### src/rtl/alu_pkg.sv
// Shared types for the sequential ALU: opcodes, status flags and the
// handshake FSM states.
package alu_pkg;

    typedef enum logic [3:0] {
        OP_ADD = 4'd0,
        OP_SUB = 4'd1,
        OP_SHL = 4'd2,
        OP_SHR = 4'd3,
        OP_AND = 4'd4,
        OP_OR  = 4'd5,
        OP_XOR = 4'd6,
        OP_NOT = 4'd7,
        OP_ASR = 4'd8,
        OP_ROL = 4'd9,
        OP_CMP = 4'd10,
        OP_MUL = 4'd11
    } op_e;

    typedef struct packed {
        logic carry;
        logic zero;
        logic neg;
        logic ovf;
        logic err;
    } flags_t;

    typedef enum logic {
        IDLE = 1'b0,
        MUL  = 1'b1
    } state_e;

endpackage

### src/rtl/alu_seq_flags_if.sv
// Request/result handshake bundle between the operand sequencer, the ALU
// and the result consumer.
interface alu_seq_flags_if #(
    parameter int WIDTH = 9
);
    logic             in_valid;
    logic             in_ready;
    logic [3:0]       in_op;
    logic [WIDTH-1:0] in_a;
    logic [WIDTH-1:0] in_b;
    logic             out_valid;
    logic             out_ready;
    logic [WIDTH-1:0] out_result;
    logic             out_carry;
    logic             out_zero;
    logic             out_neg;
    logic             out_ovf;
    logic             out_err;

    modport master (
        output in_valid, in_op, in_a, in_b, out_ready,
        input  in_ready, out_valid, out_result,
        input  out_carry, out_zero, out_neg, out_ovf, out_err
    );

    modport slave (
        input  in_valid, in_op, in_a, in_b, out_ready,
        output in_ready, out_valid, out_result,
        output out_carry, out_zero, out_neg, out_ovf, out_err
    );
endinterface

### src/rtl/alu_mul_seq.sv
// Iterative unsigned shift-add multiplier; one partial product per cycle,
// the last one is folded into the combinational product on the done cycle.
module alu_mul_seq #(
    parameter int WIDTH = 9
) (
    input  logic               clk,
    input  logic               rst_n,
    input  logic               start,
    input  logic [WIDTH-1:0]   a,
    input  logic [WIDTH-1:0]   b,
    output logic               done,
    output logic [2*WIDTH-1:0] product
);
    localparam int SHW = $clog2(WIDTH);

    logic               busy;
    logic [SHW-1:0]     cnt;
    logic [2*WIDTH-1:0] acc;
    logic [2*WIDTH-1:0] mcand;
    logic [WIDTH-1:0]   mplier;

    assign done    = busy && (cnt == '0);
    assign product = acc + (mplier[0] ? mcand : '0);

    always_ff @(posedge clk or negedge rst_n) begin
        if (!rst_n) begin
            busy   <= 1'b0;
            cnt    <= '0;
            acc    <= '0;
            mcand  <= '0;
            mplier <= '0;
        end else if (start) begin
            busy   <= 1'b1;
            cnt    <= SHW'(WIDTH - 1);
            acc    <= '0;
            mcand  <= {{WIDTH{1'b0}}, a};
            mplier <= b;
        end else if (busy) begin
            if (done) begin
                busy <= 1'b0;
            end else begin
                acc    <= product;
                mcand  <= mcand << 1;
                mplier <= mplier >> 1;
                cnt    <= cnt - 1'b1;
            end
        end
    end
endmodule

### src/rtl/alu_seq_flags.sv
// Clocked ALU with status flags, valid/ready on both sides and a
// multi-cycle multiply; results sit in one output register.
module alu_seq_flags
    import alu_pkg::*;
#(
    parameter int WIDTH = 9
) (
    input logic            clk,
    input logic            rst_n,
    alu_seq_flags_if.slave bus
);
    localparam int MSB = WIDTH - 1;

    state_e state_q, state_d;
    logic   ready;
    logic   start;
    logic   load_alu;
    logic   load_mul;
    logic   mul_done;

    logic [2*WIDTH-1:0] product;
    logic               valid_q;
    logic [WIDTH-1:0]   res_q;
    flags_t             flags_q;

    logic [WIDTH:0]   sum, dif, shl, shr, asr;
    logic [WIDTH-1:0] a, b, rot, rol, res, fval;
    flags_t           fl, mul_fl;

    alu_mul_seq #(.WIDTH(WIDTH)) u_mul (
        .clk     (clk),
        .rst_n   (rst_n),
        .start   (start),
        .a       (bus.in_a),
        .b       (bus.in_b),
        .done    (mul_done),
        .product (product)
    );

    always_comb begin
        state_d  = state_q;
        ready    = 1'b0;
        start    = 1'b0;
        load_alu = 1'b0;
        load_mul = 1'b0;
        unique case (state_q)
            IDLE: begin
                ready = !valid_q || bus.out_ready;
                if (bus.in_valid && ready) begin
                    if (bus.in_op == OP_MUL) begin
                        start   = 1'b1;
                        state_d = MUL;
                    end else begin
                        load_alu = 1'b1;
                    end
                end
            end
            MUL: begin
                if (mul_done) begin
                    load_mul = 1'b1;
                    state_d  = IDLE;
                end
            end
            default: state_d = IDLE;
        endcase
    end

    always_ff @(posedge clk or negedge rst_n) begin
        if (!rst_n) state_q <= IDLE;
        else        state_q <= state_d;
    end

    // Shifts carry one spare bit so the last bit shifted out lands there.
    always_comb begin
        a    = bus.in_a;
        b    = bus.in_b;
        sum  = {1'b0, a} + {1'b0, b};
        dif  = {1'b0, a} - {1'b0, b};
        shl  = {1'b0, a} << b;
        shr  = {a, 1'b0} >> b;
        asr  = $signed({a, 1'b0}) >>> b;
        rot  = b % WIDTH'(WIDTH);
        rol  = (a << rot) | (a >> (WIDTH'(WIDTH) - rot));
        res  = '0;
        fl   = '0;
        case (bus.in_op)
            OP_ADD: begin
                res      = sum[MSB:0];
                fl.carry = sum[WIDTH];
                fl.ovf   = (a[MSB] == b[MSB]) && (sum[MSB] != a[MSB]);
            end
            OP_SUB, OP_CMP: begin
                res      = (bus.in_op == OP_CMP) ? a : dif[MSB:0];
                fl.carry = dif[WIDTH];
                fl.ovf   = (a[MSB] != b[MSB]) && (dif[MSB] != a[MSB]);
            end
            OP_SHL: begin
                res      = shl[MSB:0];
                fl.carry = shl[WIDTH];
            end
            OP_SHR: begin
                res      = shr[WIDTH:1];
                fl.carry = shr[0];
            end
            OP_ASR: begin
                res      = asr[WIDTH:1];
                fl.carry = asr[0];
            end
            OP_ROL: begin
                res      = rol;
                fl.carry = (rot != '0) && rol[0];
            end
            OP_AND: res = a & b;
            OP_OR:  res = a | b;
            OP_XOR: res = a ^ b;
            OP_NOT: res = ~a;
            OP_MUL: res = '0;
            default: fl.err = 1'b1;
        endcase
        fval    = (bus.in_op == OP_CMP) ? dif[MSB:0] : res;
        fl.zero = (fval == '0);
        fl.neg  = fval[MSB];
    end

    always_comb begin
        mul_fl      = '0;
        mul_fl.zero = (product[MSB:0] == '0);
        mul_fl.neg  = product[MSB];
        mul_fl.ovf  = |product[2*WIDTH-1:WIDTH];
    end

    always_ff @(posedge clk or negedge rst_n) begin
        if (!rst_n) begin
            valid_q <= 1'b0;
            res_q   <= '0;
            flags_q <= '0;
        end else if (load_alu) begin
            valid_q <= 1'b1;
            res_q   <= res;
            flags_q <= fl;
        end else if (load_mul) begin
            valid_q <= 1'b1;
            res_q   <= product[MSB:0];
            flags_q <= mul_fl;
        end else if (bus.out_ready) begin
            valid_q <= 1'b0;
        end
    end

    assign bus.in_ready   = ready;
    assign bus.out_valid  = valid_q;
    assign bus.out_result = res_q;
    assign bus.out_carry  = flags_q.carry;
    assign bus.out_zero   = flags_q.zero;
    assign bus.out_neg    = flags_q.neg;
    assign bus.out_ovf    = flags_q.ovf;
    assign bus.out_err    = flags_q.err;
endmodule
### src/flat_wrapper.sv
// flat-port wrapper written by rule: the top's interface ports become plain ports
module alu_seq_flags_flat import alu_pkg::*;
#(
    parameter int WIDTH = 9
)
  (clk, rst_n, bus_in_valid, bus_in_op, bus_in_a, bus_in_b, bus_out_ready, bus_in_ready, bus_out_valid, bus_out_result, bus_out_carry, bus_out_zero, bus_out_neg, bus_out_ovf, bus_out_err);
  alu_seq_flags_if #(.WIDTH(WIDTH)) bus_i ();
  input logic clk;
  input logic rst_n;
  input wire logic [$bits(bus_i.in_valid)-1:0] bus_in_valid;
  input wire logic [$bits(bus_i.in_op)-1:0] bus_in_op;
  input wire logic [$bits(bus_i.in_a)-1:0] bus_in_a;
  input wire logic [$bits(bus_i.in_b)-1:0] bus_in_b;
  input wire logic [$bits(bus_i.out_ready)-1:0] bus_out_ready;
  output wire logic [$bits(bus_i.in_ready)-1:0] bus_in_ready;
  output wire logic [$bits(bus_i.out_valid)-1:0] bus_out_valid;
  output wire logic [$bits(bus_i.out_result)-1:0] bus_out_result;
  output wire logic [$bits(bus_i.out_carry)-1:0] bus_out_carry;
  output wire logic [$bits(bus_i.out_zero)-1:0] bus_out_zero;
  output wire logic [$bits(bus_i.out_neg)-1:0] bus_out_neg;
  output wire logic [$bits(bus_i.out_ovf)-1:0] bus_out_ovf;
  output wire logic [$bits(bus_i.out_err)-1:0] bus_out_err;
  assign bus_i.in_valid = bus_in_valid;
  assign bus_i.in_op = bus_in_op;
  assign bus_i.in_a = bus_in_a;
  assign bus_i.in_b = bus_in_b;
  assign bus_i.out_ready = bus_out_ready;
  assign bus_in_ready = bus_i.in_ready;
  assign bus_out_valid = bus_i.out_valid;
  assign bus_out_result = bus_i.out_result;
  assign bus_out_carry = bus_i.out_carry;
  assign bus_out_zero = bus_i.out_zero;
  assign bus_out_neg = bus_i.out_neg;
  assign bus_out_ovf = bus_i.out_ovf;
  assign bus_out_err = bus_i.out_err;
  alu_seq_flags #(.WIDTH(WIDTH)) u_core (.clk(clk), .rst_n(rst_n), .bus(bus_i));
endmodule
### config.mk
export PLATFORM = sky130hd
export DESIGN_NAME = alu_seq_flags_flat
export DESIGN_NICKNAME = d
export VERILOG_FILES = /design/src/rtl/alu_pkg.sv /design/src/rtl/alu_seq_flags_if.sv /design/src/rtl/alu_mul_seq.sv /design/src/rtl/alu_seq_flags.sv /design/src/flat_wrapper.sv
export SDC_FILE = /design/constraint.sdc
export NUM_CORES = 1
export LEC_CHECK = 0
export CORE_AREA = 3 3 118 149
export DETAILED_ROUTE_END_ITERATION = 10
export DIE_AREA = 0 0 121 152
export GPL_ROUTABILITY_DRIVEN = 0
export GPL_TIMING_DRIVEN = 0
export HOLD_SLACK_MARGIN = 0.12
export PLACE_DENSITY = 0.7
export RECOVER_POWER = 100
export SYNTH_ARGS = -nofsm -noshare
export SYNTH_HDL_FRONTEND = slang
export SYNTH_HIERARCHICAL = 1
export SYNTH_SLANG_ARGS = --single-unit
export TNS_END_PERCENT = 5
### constraint.sdc
create_clock -name clk -period 8.3 [get_ports clk]
set_input_delay 1.66 -clock clk [delete_from_list [all_inputs] [get_ports clk]]
set_output_delay 1.66 -clock clk [all_outputs]
set_load 0.03 [all_outputs]
==> out/qor.yml <==
setup_viol: 0
cp_slowest_cell: "clkdlybuf4s50_1"
grt_pass1_wl_um: 49600
clock-sinks: 66
synth.top_cell.area_share_pct: 18.6
ant_nets: 0
hpwl_um: 24700
ys_top_cells_by_count: "nand2_1 (166), a21oi_1 (116), nor2_1 (79)"
critPathKind: "input port to register"
grt_max_degree: 67
drv_cap: 1
antenna_cells: 0
portBuffers: 40
die-area_um2: 18400
clock.fmax_mhz: 126
fp.dieW_um: 121
power_density_nw_per_um2: 211
fin_nets: 1327
cp_top_family: "simple AND/OR/NAND/NOR gates"
regArea_um2: 1650
yosys.area.top_type: "dfrtp_1"
synthDistinctLibCells: 102
wire_per_inst_um: 21.5
total_leakage_power_nw: 4.12
rr_worst_depth: 14
p_sw_mw: 0.971
syn-instance-count: 1198
combPwrFrac_pct: 57.8
antenna_found_initial: 0
synth_seq_cells: 66
ios: 42
synth_most_common_cell: "nand2_1"
cts_tree: "done"
dp_cells: 1454
multi_input_area_um2: 6650
cts_hold_buffers: 0
regToRegStartpoint: "u_core/u_mul/mplier[0]$_DFFE_PN0P_"
rows: 52
end_kind: "register"
crit_start: "bus_in_b[3]"
yosysWarningCount: 6
crit_cells: 26
hold_class: "register to register"
syn_area_um2: 8890
syn_nets: 1275
fin_cells: 1469
start_util_pct: 54.9
seq_area_frac_synth_pct: 18.6
htreeDepth: 3
violations: "max-capacitance violations, max-slew violations"
synth_edf_count: 0
crit_required_ns: 8.54
p_seq_share_pct: 25.2
critical-path-max-stage-delay_ns: 0.58
swShare_pct: 46.8
finalHoldViolations: 0
grt_pass1_vias: 9441
die_h_um: 152
hold_ws_ns: 0.518
clockBufferDepth: 2
synthTopCellsByArea: "dfrtp_1 (19%), nand2_1 (7.0%), ha_1 (6.8%)"
timing.rr.end: "u_core/bus.out_ovf$_DFFE_PN0P_"
area_growth_pct: 10.7
setup-tns-final_ns: 0
cts-root-buf: "clkbuf_16"
async_flop_share_pct: 100
vias: 9686
synth_top_flop_cell: "dfrtp_1"
cp-endpoint: "u_core/bus.out_zero$_DFFE_PN0P_"
clk_latency_ns: 0.33
path_clk_slew_ns: 0.05
rsz0062_at_grt: "no"
arrival_ns: 8.18
worstSetupStartpointType: "input port"
irDropWorstVdd_mv: 0.0925
rrSetupSlack_ns: 4.67
skew_ns: 0.00716
fillCellCount: 1549
drive_above_1_share_pct: 8.54
numCtsBuffers: 9
viasPerCell: 6.59
fin_crit_sh_pct: 95.6
core_um2: 16200
routed_wirelength_um: 31600
finish.utilization_pct: 60.8
track_usage_pct: 33.7
drc: 0
crit_buf_inv: 4
drv_slew: 67
tightest_slew_ns: 3.52
intPower_mw: 1.10
avgSynthCellArea_um2: 7.42
outcome: "complete, but fails checks"
grt-ovfl-total: 0
first_iter_violations: 998
drtPass1Iterations: 8
p_clk_share_pct: 17.1
worst-path-max-fanout: 10
period_needed_ns: 7.94
relSlewSlack_pct: -135
final cells by class:
type	instances	area share [%]
Inverter	40	1.54
Clock buffer	12	2.71
Clock inverter	2	0.127
Sequential cell	66	16.8
Multi-Input combinational cell	998	67.6
Timing Repair Buffer	41	4.11
Tap cell	216	2.75
Buffer	94	4.41
power groups by stage:
stage	registers (mW)	clock network (mW)	logic [mW]
2_1_floorplan	0.561	0	0.794
3_3_place_gp	0.524	0	1.17
5_1_grt	0.536	0.371	1.30
3_5_place_dp	0.528	0	1.18
4_1_cts	0.523	0.358	1.19
6_report	0.522	0.354	1.20
timing repair:
action                     CTS  global route
setup endpoints to repair    0             8
hold endpoints to repair     0             0
resized for setup            0             6
buffers inserted             0             1
worst min path at each step:
stage / startpoint / to / slack, ns / cells past startpoint
after floorplan: u_core/u_mul/acc[12]$_DFFE_PN0P_ / u_core/u_mul/acc[12]$_DFFE_PN0P_ / 0.47 / 2
after global placement: u_core/bus.out_err$_DFFE_PN0P_ / u_core/bus.out_err$_DFFE_PN0P_ / 0.51 / 2
after detailed placement: u_core/bus.out_result[8]$_DFFE_PN0P_ / u_core/bus.out_result[8]$_DFFE_PN0P_ / 0.52 / 1
after CTS: u_core/bus.out_result[8]$_DFFE_PN0P_ / u_core/bus.out_result[8]$_DFFE_PN0P_ / 0.53 / 1
after global routing: u_core/u_mul/cnt[3]$_DFFE_PN0P_ / u_core/u_mul/cnt[3]$_DFFE_PN0P_ / 0.55 / 2
final: u_core/bus.out_result[8]$_DFFE_PN0P_ / u_core/bus.out_result[8]$_DFFE_PN0P_ / 0.52 / 1
cell families (layout without fill, tap and decap cells):
| group | after synthesis | after routing | synth area share, % |
|---|---|---|---|
| multiplexers | 56 | 56 | 7.16 |
| adder cells (fa/ha/maj) | 51 | 51 | 7.43 |
| AO/OA/AOI/OAI | 389 | 389 | 29.3 |
| buffers and inverters | 134 | 189 | 6.56 |
| AND/OR/NAND/NOR | 464 | 464 | 27.0 |
| flip-flops | 66 | 66 | 18.6 |
| XOR/XNOR | 38 | 38 | 4.04 |
stage by stage:
step / setup WS, ns / power, mW / cell area (um^2)
after detailed placement: -0.128 / 1.71 / 9560
after CTS: 0.210 / 2.07 / 9840
after global routing: 0.00739 / 2.20 / 9840
final: 0.364 / 2.07 / 9840
after global placement: -0.128 / 1.69 / 9560
after floorplan: 1.58 / 1.36 / 8890
per-layer routing:
metal  up-vias  global-route usage (%)  routed length, um
li1       4518                       -                  -
met1      4511                    38.7              11800
met2       499                    57.3              15100
met3       158                    4.05               2020
met4         0                    23.8               2750
met5         -                       0                  0
sequential cells by signal (all words and copies together), names as in the netlist:
name and cells:
u_core/state_q 1, u_core/bus.out_neg 1, u_core/bus.out_result 9, u_core/bus.out_carry 1
u_core/u_mul/mplier 9, u_core/u_mul/busy 1, u_core/bus.out_err 1, u_core/u_mul/mcand 18
u_core/bus.out_valid 1, u_core/u_mul/acc 18, u_core/u_mul/cnt 4, u_core/bus.out_ovf 1
u_core/bus.out_zero 1
placed cells by master (no fill, tap or decap), types with 7 or more instances in the layout:
master / count
a31oi_1: 19
o211ai_1: 13
nor2_1: 79
inv_1: 36
o22ai_1: 13
dlygate4sd3_1: 18
nand2b_1: 10
nand3b_1: 14
o21bai_1: 9
clkbuf_1: 56
buf_2: 18
buf_4: 7
a21o_1: 18
o21a_1: 9
a21oi_1: 116
a22oi_1: 13
o31ai_1: 19
o21ai_0: 67
nor3b_1: 7
or3_1: 18
xnor2_1: 21
a211oi_1: 17
xor2_1: 14
mux2i_1: 43
clkbuf_16: 9
nor4_1: 19
and3_1: 7
nor3_1: 33
nor2b_1: 10
nand3_1: 28
nand4_1: 10
nand2_1: 166
dfrtp_1: 66
a221oi_1: 7
ha_1: 48
mux2_2: 7
and2_1: 26
clkdlybuf4s50_1: 20
Power figures use the tool's default switching activity.
